**config.mk**
```make
export PLATFORM = sky130hd
export DESIGN_NAME = dac_wr_ctrl_flat
export DESIGN_NICKNAME = d
export VERILOG_FILES = /design/src/rtl/dac_wr_ctrl_if.sv /design/src/rtl/dac_wr_ctrl.sv /design/src/flat_wrapper.sv
export SDC_FILE = /design/constraint.sdc
export NUM_CORES = 1
export LEC_CHECK = 0
export CAP_MARGIN = 20
export CORE_UTILIZATION = 49
export DETAILED_ROUTE_END_ITERATION = 6
export GPL_ROUTABILITY_DRIVEN = 0
export PLACE_DENSITY = 0.69
export SLEW_MARGIN = 20
export SYNTH_ARGS = -nofsm -noshare
export SYNTH_HDL_FRONTEND = slang
export SYNTH_SLANG_ARGS = --single-unit
```
**constraint.sdc**
```tcl
create_clock -name clk -period 2.5 [get_ports clk]
set_input_delay 0.5 -clock clk [delete_from_list [all_inputs] [get_ports clk]]
set_output_delay 0.5 -clock clk [all_outputs]
set_load 0.02 [all_outputs]
```
**src/rtl/dac_wr_ctrl_if.sv**
```systemverilog
`default_nettype none
// ============================================================================
// dac_wr_ctrl_if : upstream sample stream plus parallel DAC write bus
// Rev 1.0
// ============================================================================
interface dac_wr_ctrl_if #(
  parameter int DW    = 8,
  parameter int CNT_W = 3
);
  logic [DW-1:0]    din;
  logic             din_vld;
  logic             din_rdy;
  logic             cs;
  logic             wr;
  logic [DW-1:0]    dout;
  logic             busy;
  logic [CNT_W-1:0] fifo_cnt;

  // master: sample source and DAC-side observer; slave: the write controller
  modport master (
    output din, din_vld,
    input  din_rdy, cs, wr, dout, busy, fifo_cnt
  );

  modport slave (
    input  din, din_vld,
    output din_rdy, cs, wr, dout, busy, fifo_cnt
  );
endinterface

`default_nettype wire

```
**src/rtl/dac_wr_ctrl.sv**
```systemverilog
`default_nettype none
// ============================================================================
// dac_wr_ctrl : buffered sample FIFO driving a parallel DAC cs/wr/data bus
// Rev 1.0
// ============================================================================
module dac_wr_ctrl #(
  parameter int DW         = 8,
  parameter int FIFO_DEPTH = 4,
  parameter int SETUP_CYC  = 1,
  parameter int PULSE_CYC  = 3,
  parameter int HOLD_CYC   = 1
) (
  input  logic         clk,
  input  logic         rst,
  dac_wr_ctrl_if.slave bus
);

  localparam int AW      = $clog2(FIFO_DEPTH);
  localparam int CW      = AW + 1;
  localparam int MAX_SP  = (SETUP_CYC > PULSE_CYC) ? SETUP_CYC : PULSE_CYC;
  localparam int MAX_CYC = (MAX_SP > HOLD_CYC) ? MAX_SP : HOLD_CYC;
  localparam int PW      = $clog2(MAX_CYC + 1);

  localparam logic [PW-1:0] SETUP_LAST = PW'(SETUP_CYC - 1);
  localparam logic [PW-1:0] PULSE_LAST = PW'(PULSE_CYC - 1);
  localparam logic [PW-1:0] HOLD_LAST  = PW'(HOLD_CYC - 1);
  localparam logic [CW-1:0] FULL_CNT   = CW'(FIFO_DEPTH);

  typedef enum logic [1:0] {
    S_IDLE  = 2'd0,
    S_SETUP = 2'd1,
    S_PULSE = 2'd2,
    S_HOLD  = 2'd3
  } state_t;

  logic [DW-1:0] mem_q [FIFO_DEPTH];
  logic [AW-1:0] wr_ptr_q;
  logic [AW-1:0] rd_ptr_q;
  logic [CW-1:0] cnt_q;
  logic [CW-1:0] cnt_d;
  logic          rdy_en_q;

  state_t        state_q;
  logic [PW-1:0] phase_q;
  logic          cs_q;
  logic          wr_q;
  logic          busy_q;
  logic [DW-1:0] dout_q;

  logic          din_rdy;
  logic          push;
  logic          pop;
  logic          not_empty;
  logic [DW-1:0] head;

  // cnt_q is registered, so a fresh push into an empty FIFO is poppable one cycle later
  assign not_empty = (cnt_q != '0);
  assign din_rdy   = rdy_en_q && (cnt_q != FULL_CNT);
  assign push      = bus.din_vld && din_rdy;
  assign head      = mem_q[rd_ptr_q];
  assign pop       = not_empty &&
                     ((state_q == S_IDLE) ||
                      ((state_q == S_HOLD) && (phase_q == HOLD_LAST)));

  always_comb begin
    cnt_d = cnt_q;
    case ({push, pop})
      2'b10:   cnt_d = cnt_q + CW'(1);
      2'b01:   cnt_d = cnt_q - CW'(1);
      default: cnt_d = cnt_q;
    endcase
  end

  // rdy_en_q keeps din_rdy low during reset and raises it on the first edge after release
  always_ff @(posedge clk or posedge rst) begin
    if (rst) begin
      wr_ptr_q <= '0;
      rd_ptr_q <= '0;
      cnt_q    <= '0;
      rdy_en_q <= 1'b0;
    end else begin
      rdy_en_q <= 1'b1;
      cnt_q    <= cnt_d;
      if (push) wr_ptr_q <= wr_ptr_q + AW'(1);
      if (pop)  rd_ptr_q <= rd_ptr_q + AW'(1);
    end
  end

  always_ff @(posedge clk) begin
    if (push) mem_q[wr_ptr_q] <= bus.din;
  end

  always_ff @(posedge clk or posedge rst) begin
    if (rst) begin
      state_q <= S_IDLE;
      phase_q <= '0;
      cs_q    <= 1'b1;
      wr_q    <= 1'b1;
      busy_q  <= 1'b0;
      dout_q  <= '0;
    end else begin
      case (state_q)
        S_IDLE: begin
          if (not_empty) begin
            dout_q  <= head;
            cs_q    <= 1'b0;
            busy_q  <= 1'b1;
            phase_q <= '0;
            state_q <= S_SETUP;
          end
        end
        S_SETUP: begin
          if (phase_q == SETUP_LAST) begin
            wr_q    <= 1'b0;
            phase_q <= '0;
            state_q <= S_PULSE;
          end else begin
            phase_q <= phase_q + PW'(1);
          end
        end
        S_PULSE: begin
          if (phase_q == PULSE_LAST) begin
            wr_q    <= 1'b1;
            phase_q <= '0;
            state_q <= S_HOLD;
          end else begin
            phase_q <= phase_q + PW'(1);
          end
        end
        S_HOLD: begin
          if (phase_q == HOLD_LAST) begin
            phase_q <= '0;
            if (not_empty) begin
              dout_q  <= head;
              state_q <= S_SETUP;
            end else begin
              cs_q    <= 1'b1;
              busy_q  <= 1'b0;
              state_q <= S_IDLE;
            end
          end else begin
            phase_q <= phase_q + PW'(1);
          end
        end
        default: begin
          state_q <= S_IDLE;
          phase_q <= '0;
          cs_q    <= 1'b1;
          wr_q    <= 1'b1;
          busy_q  <= 1'b0;
        end
      endcase
    end
  end

  assign bus.din_rdy  = din_rdy;
  assign bus.cs       = cs_q;
  assign bus.wr       = wr_q;
  assign bus.dout     = dout_q;
  assign bus.busy     = busy_q;
  assign bus.fifo_cnt = cnt_q;

endmodule

`default_nettype wire

```
**src/flat_wrapper.sv**
```systemverilog
// flat-port wrapper written by rule: the top's interface ports become plain ports
module dac_wr_ctrl_flat 
#(
  parameter int DW         = 8,
  parameter int FIFO_DEPTH = 4,
  parameter int SETUP_CYC  = 1,
  parameter int PULSE_CYC  = 3,
  parameter int HOLD_CYC   = 1
)
  (clk, rst, bus_din, bus_din_vld, bus_din_rdy, bus_cs, bus_wr, bus_dout, bus_busy, bus_fifo_cnt);
  dac_wr_ctrl_if #(.DW(DW), .CNT_W(3)) bus_i ();
  input  logic clk;
  input  logic rst;
  input wire logic [$bits(bus_i.din)-1:0] bus_din;
  input wire logic [$bits(bus_i.din_vld)-1:0] bus_din_vld;
  output wire logic [$bits(bus_i.din_rdy)-1:0] bus_din_rdy;
  output wire logic [$bits(bus_i.cs)-1:0] bus_cs;
  output wire logic [$bits(bus_i.wr)-1:0] bus_wr;
  output wire logic [$bits(bus_i.dout)-1:0] bus_dout;
  output wire logic [$bits(bus_i.busy)-1:0] bus_busy;
  output wire logic [$bits(bus_i.fifo_cnt)-1:0] bus_fifo_cnt;
  assign bus_i.din = bus_din;
  assign bus_i.din_vld = bus_din_vld;
  assign bus_din_rdy = bus_i.din_rdy;
  assign bus_cs = bus_i.cs;
  assign bus_wr = bus_i.wr;
  assign bus_dout = bus_i.dout;
  assign bus_busy = bus_i.busy;
  assign bus_fifo_cnt = bus_i.fifo_cnt;
  dac_wr_ctrl #(.DW(DW), .FIFO_DEPTH(FIFO_DEPTH), .SETUP_CYC(SETUP_CYC), .PULSE_CYC(PULSE_CYC), .HOLD_CYC(HOLD_CYC)) u_core (.clk(clk), .rst(rst), .bus(bus_i));
endmodule
```
==> results.yml <==
status:
  outcome: "finished, final reports clean"
critical_path:
  worstSetupPathType: "reg2out"
  cp-start-kind: "register"
  reg2reg_slack_ns: 0.32
  worstPathMaxFanout: 9
  r2r_start: "u_core.state_q[0]"
  arrival_ns: 1.71
  r2r_end: "u_core.bus.fifo_cnt[2]"
  ff2ff_path_depth: 9
  crit_required_ns: 2.00
  end_kind: "primary output"
routing:
  first_pass_iters: 4
  via_count: 1309
  viasPerCell: 5.300
  wire_per_inst_um: 16.84
  drc: 0
  routed_wl_um: 4159
  drt_iter0_markers: 87
  drtAntennaViolNets: 0
clocking:
  clk_latency_ns: 0.31
  clkTransAtPathRegs_ns: 0.09
  htree_levels: 2
  cts_setup_buffers: 0
  root_buffer: "clkbuf_8"
  post_cts_resized: 0
  cts_sinks: 55
  numCtsBuffers: 5
  cts_hold_buf: 0
  cts_tree: "done"
  clockBufferDepth: 2
timing:
  hold_viol_final: 0
  tightest_slew_ns: 0.5851
  fmax_ghz: 0.4517
  slew_headroom_pct: 61.00
  rsz0062_at_grt: "false"
  setup_tns_ns: 0
  finalCritPeriodShare_pct: 88.55
  skew_ns: 0.007162
  drv_slew: 0
  setup_viol: 0
  finalCriticalPeriod_ns: 2.214
die:
  core_um2: 4755
  num_io_pins: 26
  row_count: 25
  die_area_um2: 5292
  die_x_um: 72.75
  initial_core_util_pct: 51.58
  die_h_um: 72.75
logic_synthesis:
  ys.warnings.count: 0
  synth-seq-cells: 55
  syn_area_um2: 2452
  ys_types: 38
  syn-num-nets: 175
  synth_cells: 150
  seq_area_frac_synth_pct: 62.76
  synth_flop_cell: "edfxtp_1"
  syn_avg_cell_area_um2: 16.35
  synth-async-reset-ratio_pct: 41.82
  synth_edf_count: 32
  synthTopCellsByArea: "edfxtp_1 39%, dfrtp_1 21%, mux4_2 7.3%, ha_1 6.6%, mux2_2 4.6%"
  synth_largest_area_cell: "edfxtp_1"
  synth_top_area_share_pct: 39.18
finish:
  post-route-util_pct: 60.61
  design_area_um2: 2882
  nNetsFinal: 204
  n_antenna_cell: 0
  area_growth_pct: 17.50
  drive_gt1_share_pct: 20.56
  stdcell_count: 247
place:
  hpwl_um: 2831
  place_area_um2: 2769
  portBuffers: 25
  placedCellCount: 239
power:
  ir_drop_mv: 0.7372
  powerDensity_nw_per_um2: 1242
  p_leak_nw: 1.089
job:
  drv_cap: 0
global_routing:
  gr-total-overflow: 0
  antenna_found_initial: 0
  first_global_vias: 1358
  grt_start_max_net_pins: 24
  grt_pass1_wl_um: 6679
  grt_usage_pct: 17.86
min_path:
  min_from: "u_core.bus.dout[5]"
  hold_end: "u_core.bus.dout[5]"
  min_path_type: "reg2reg"
  min_delay_path_depth: 1
-- stage by stage --
step	setup slack [ns]	power, mW	hold slack (ns)
2_1_floorplan	0.3989	2.558	0.4760
3_3_place_gp	0.2502	2.937	0.4887
3_5_place_dp	0.1949	3.035	0.4949
4_1_cts	0.2597	3.622	0.5177
5_1_grt	0.1168	3.826	0.5471
6_report	0.2861	3.579	0.5159
-- sequential cells by signal, indices dropped and copies added, names as in the netlist --
| signal | flops |
|---|---|
| u_core.phase_q | 2 |
| u_core.rd_ptr_q | 2 |
| u_core.bus.fifo_cnt | 3 |
| u_core.state_q | 2 |
| u_core.rdy_en_q | 1 |
| u_core.mem_q | 32 |
| u_core.bus.dout | 8 |
| u_core.wr_ptr_q | 2 |
| u_core.bus.busy | 1 |
| u_core.bus.wr | 1 |
| u_core.bus.cs | 1 |
-- cell type report --
cell class | count | area (µm²)
Clock buffer | 5 | 68.82
Sequential cell | 55 | 1539
Multi-Input combinational cell | 80 | 847.1
Timing Repair Buffer | 26 | 257.7
Tap cell | 67 | 83.83
Fill cell | 374 | 1873
Inverter | 11 | 41.29
Clock inverter | 3 | 43.79
-- where the power goes --
group | internal [mW] | switching (mW) | total, mW
clock network | 0.298 | 0.286 | 0.584
logic | 0.823 | 0.704 | 1.53
registers | 1.21 | 0.257 | 1.47
total | 2.33 | 1.25 | 3.58
-- how the worst max path moves through the flow --
stage                     cells past startpoint  slack (ns)                      to                    from
final                                         2        0.29             bus_din_rdy  u_core.bus.fifo_cnt[1]
after global routing                          9        0.12  u_core.bus.fifo_cnt[2]       u_core.state_q[0]
after CTS                                     2        0.26             bus_din_rdy  u_core.bus.fifo_cnt[1]
after detailed placement                      8        0.19  u_core.bus.fifo_cnt[2]             bus_din_vld
after global placement                        8        0.25  u_core.bus.fifo_cnt[2]             bus_din_vld
after floorplan                               8        0.40  u_core.bus.fifo_cnt[2]  u_core.bus.fifo_cnt[0]
-- layout by cell type (no fill, tap or decap), drive strengths merged --
cell,n
mux2,12
nand2,3
clkinv,2
nand2b,2
bufinv,1
a211o,1
xor2,2
o21ba,1
o31a,2
a22o,1
a211oi,1
nor3,1
nor2,3
mux4,8
inv,11
mux2i,1
dfstp,2
o21ai,4
clkbuf,5
o221ai,1
dfrtp,21
nor4b,1
a21o,1
xnor2,4
o21bai,1
clkdlybuf4s50,25
a21oi,6
fa,1
and2,4
a31oi,2
conb,1
nor3b,1
ha,13
edfxtp,32
o311a,1
buf,1
or3,1
-- Yosys cell counts, types with 2 or more instances --
library cell,instances
o31a_1,2
inv_1,10
a31oi_1,2
dfrtp_1,21
mux2_2,10
xor2_1,2
o21ai_0,4
mux2_4,2
ha_1,13
dfstp_2,2
nand2_1,3
edfxtp_1,32
a21oi_1,6
mux4_2,8
xnor2_1,4
nor2_1,2
nand2b_1,2
and2_1,4
buf_2,2
-- routing by layer --
layer	wire, µm	up-vias	share of wire, %	global-route usage (%)
met5	0	-	0	0
met4	53	0	1.3	5.882
met3	146	4	3.5	5.110
met2	2113	24	51	29.49
met1	1846	671	44	22.87
li1	-	610	-	-
-- kinds of logic after synthesis --
group | count (synthesis) | synth area share (%)
other | 1 | 0.1529
buffers and inverters | 15 | 2.704
adders and majority gates | 14 | 7.449
xor gates and xnor gates | 6 | 2.143
muxes | 21 | 13.57
DFF | 55 | 62.75
AOI/OAI and AO/OA | 22 | 6.531
and+or+nand+nor | 16 | 4.694
-- critical path: stages, from the launching register on --
cell	delay, ns
dfrtp_1	0.53
o31a_1	0.35
clkdlybuf4s50_1	0.54
No activity file was read; power rests on OpenSTA's default activity.
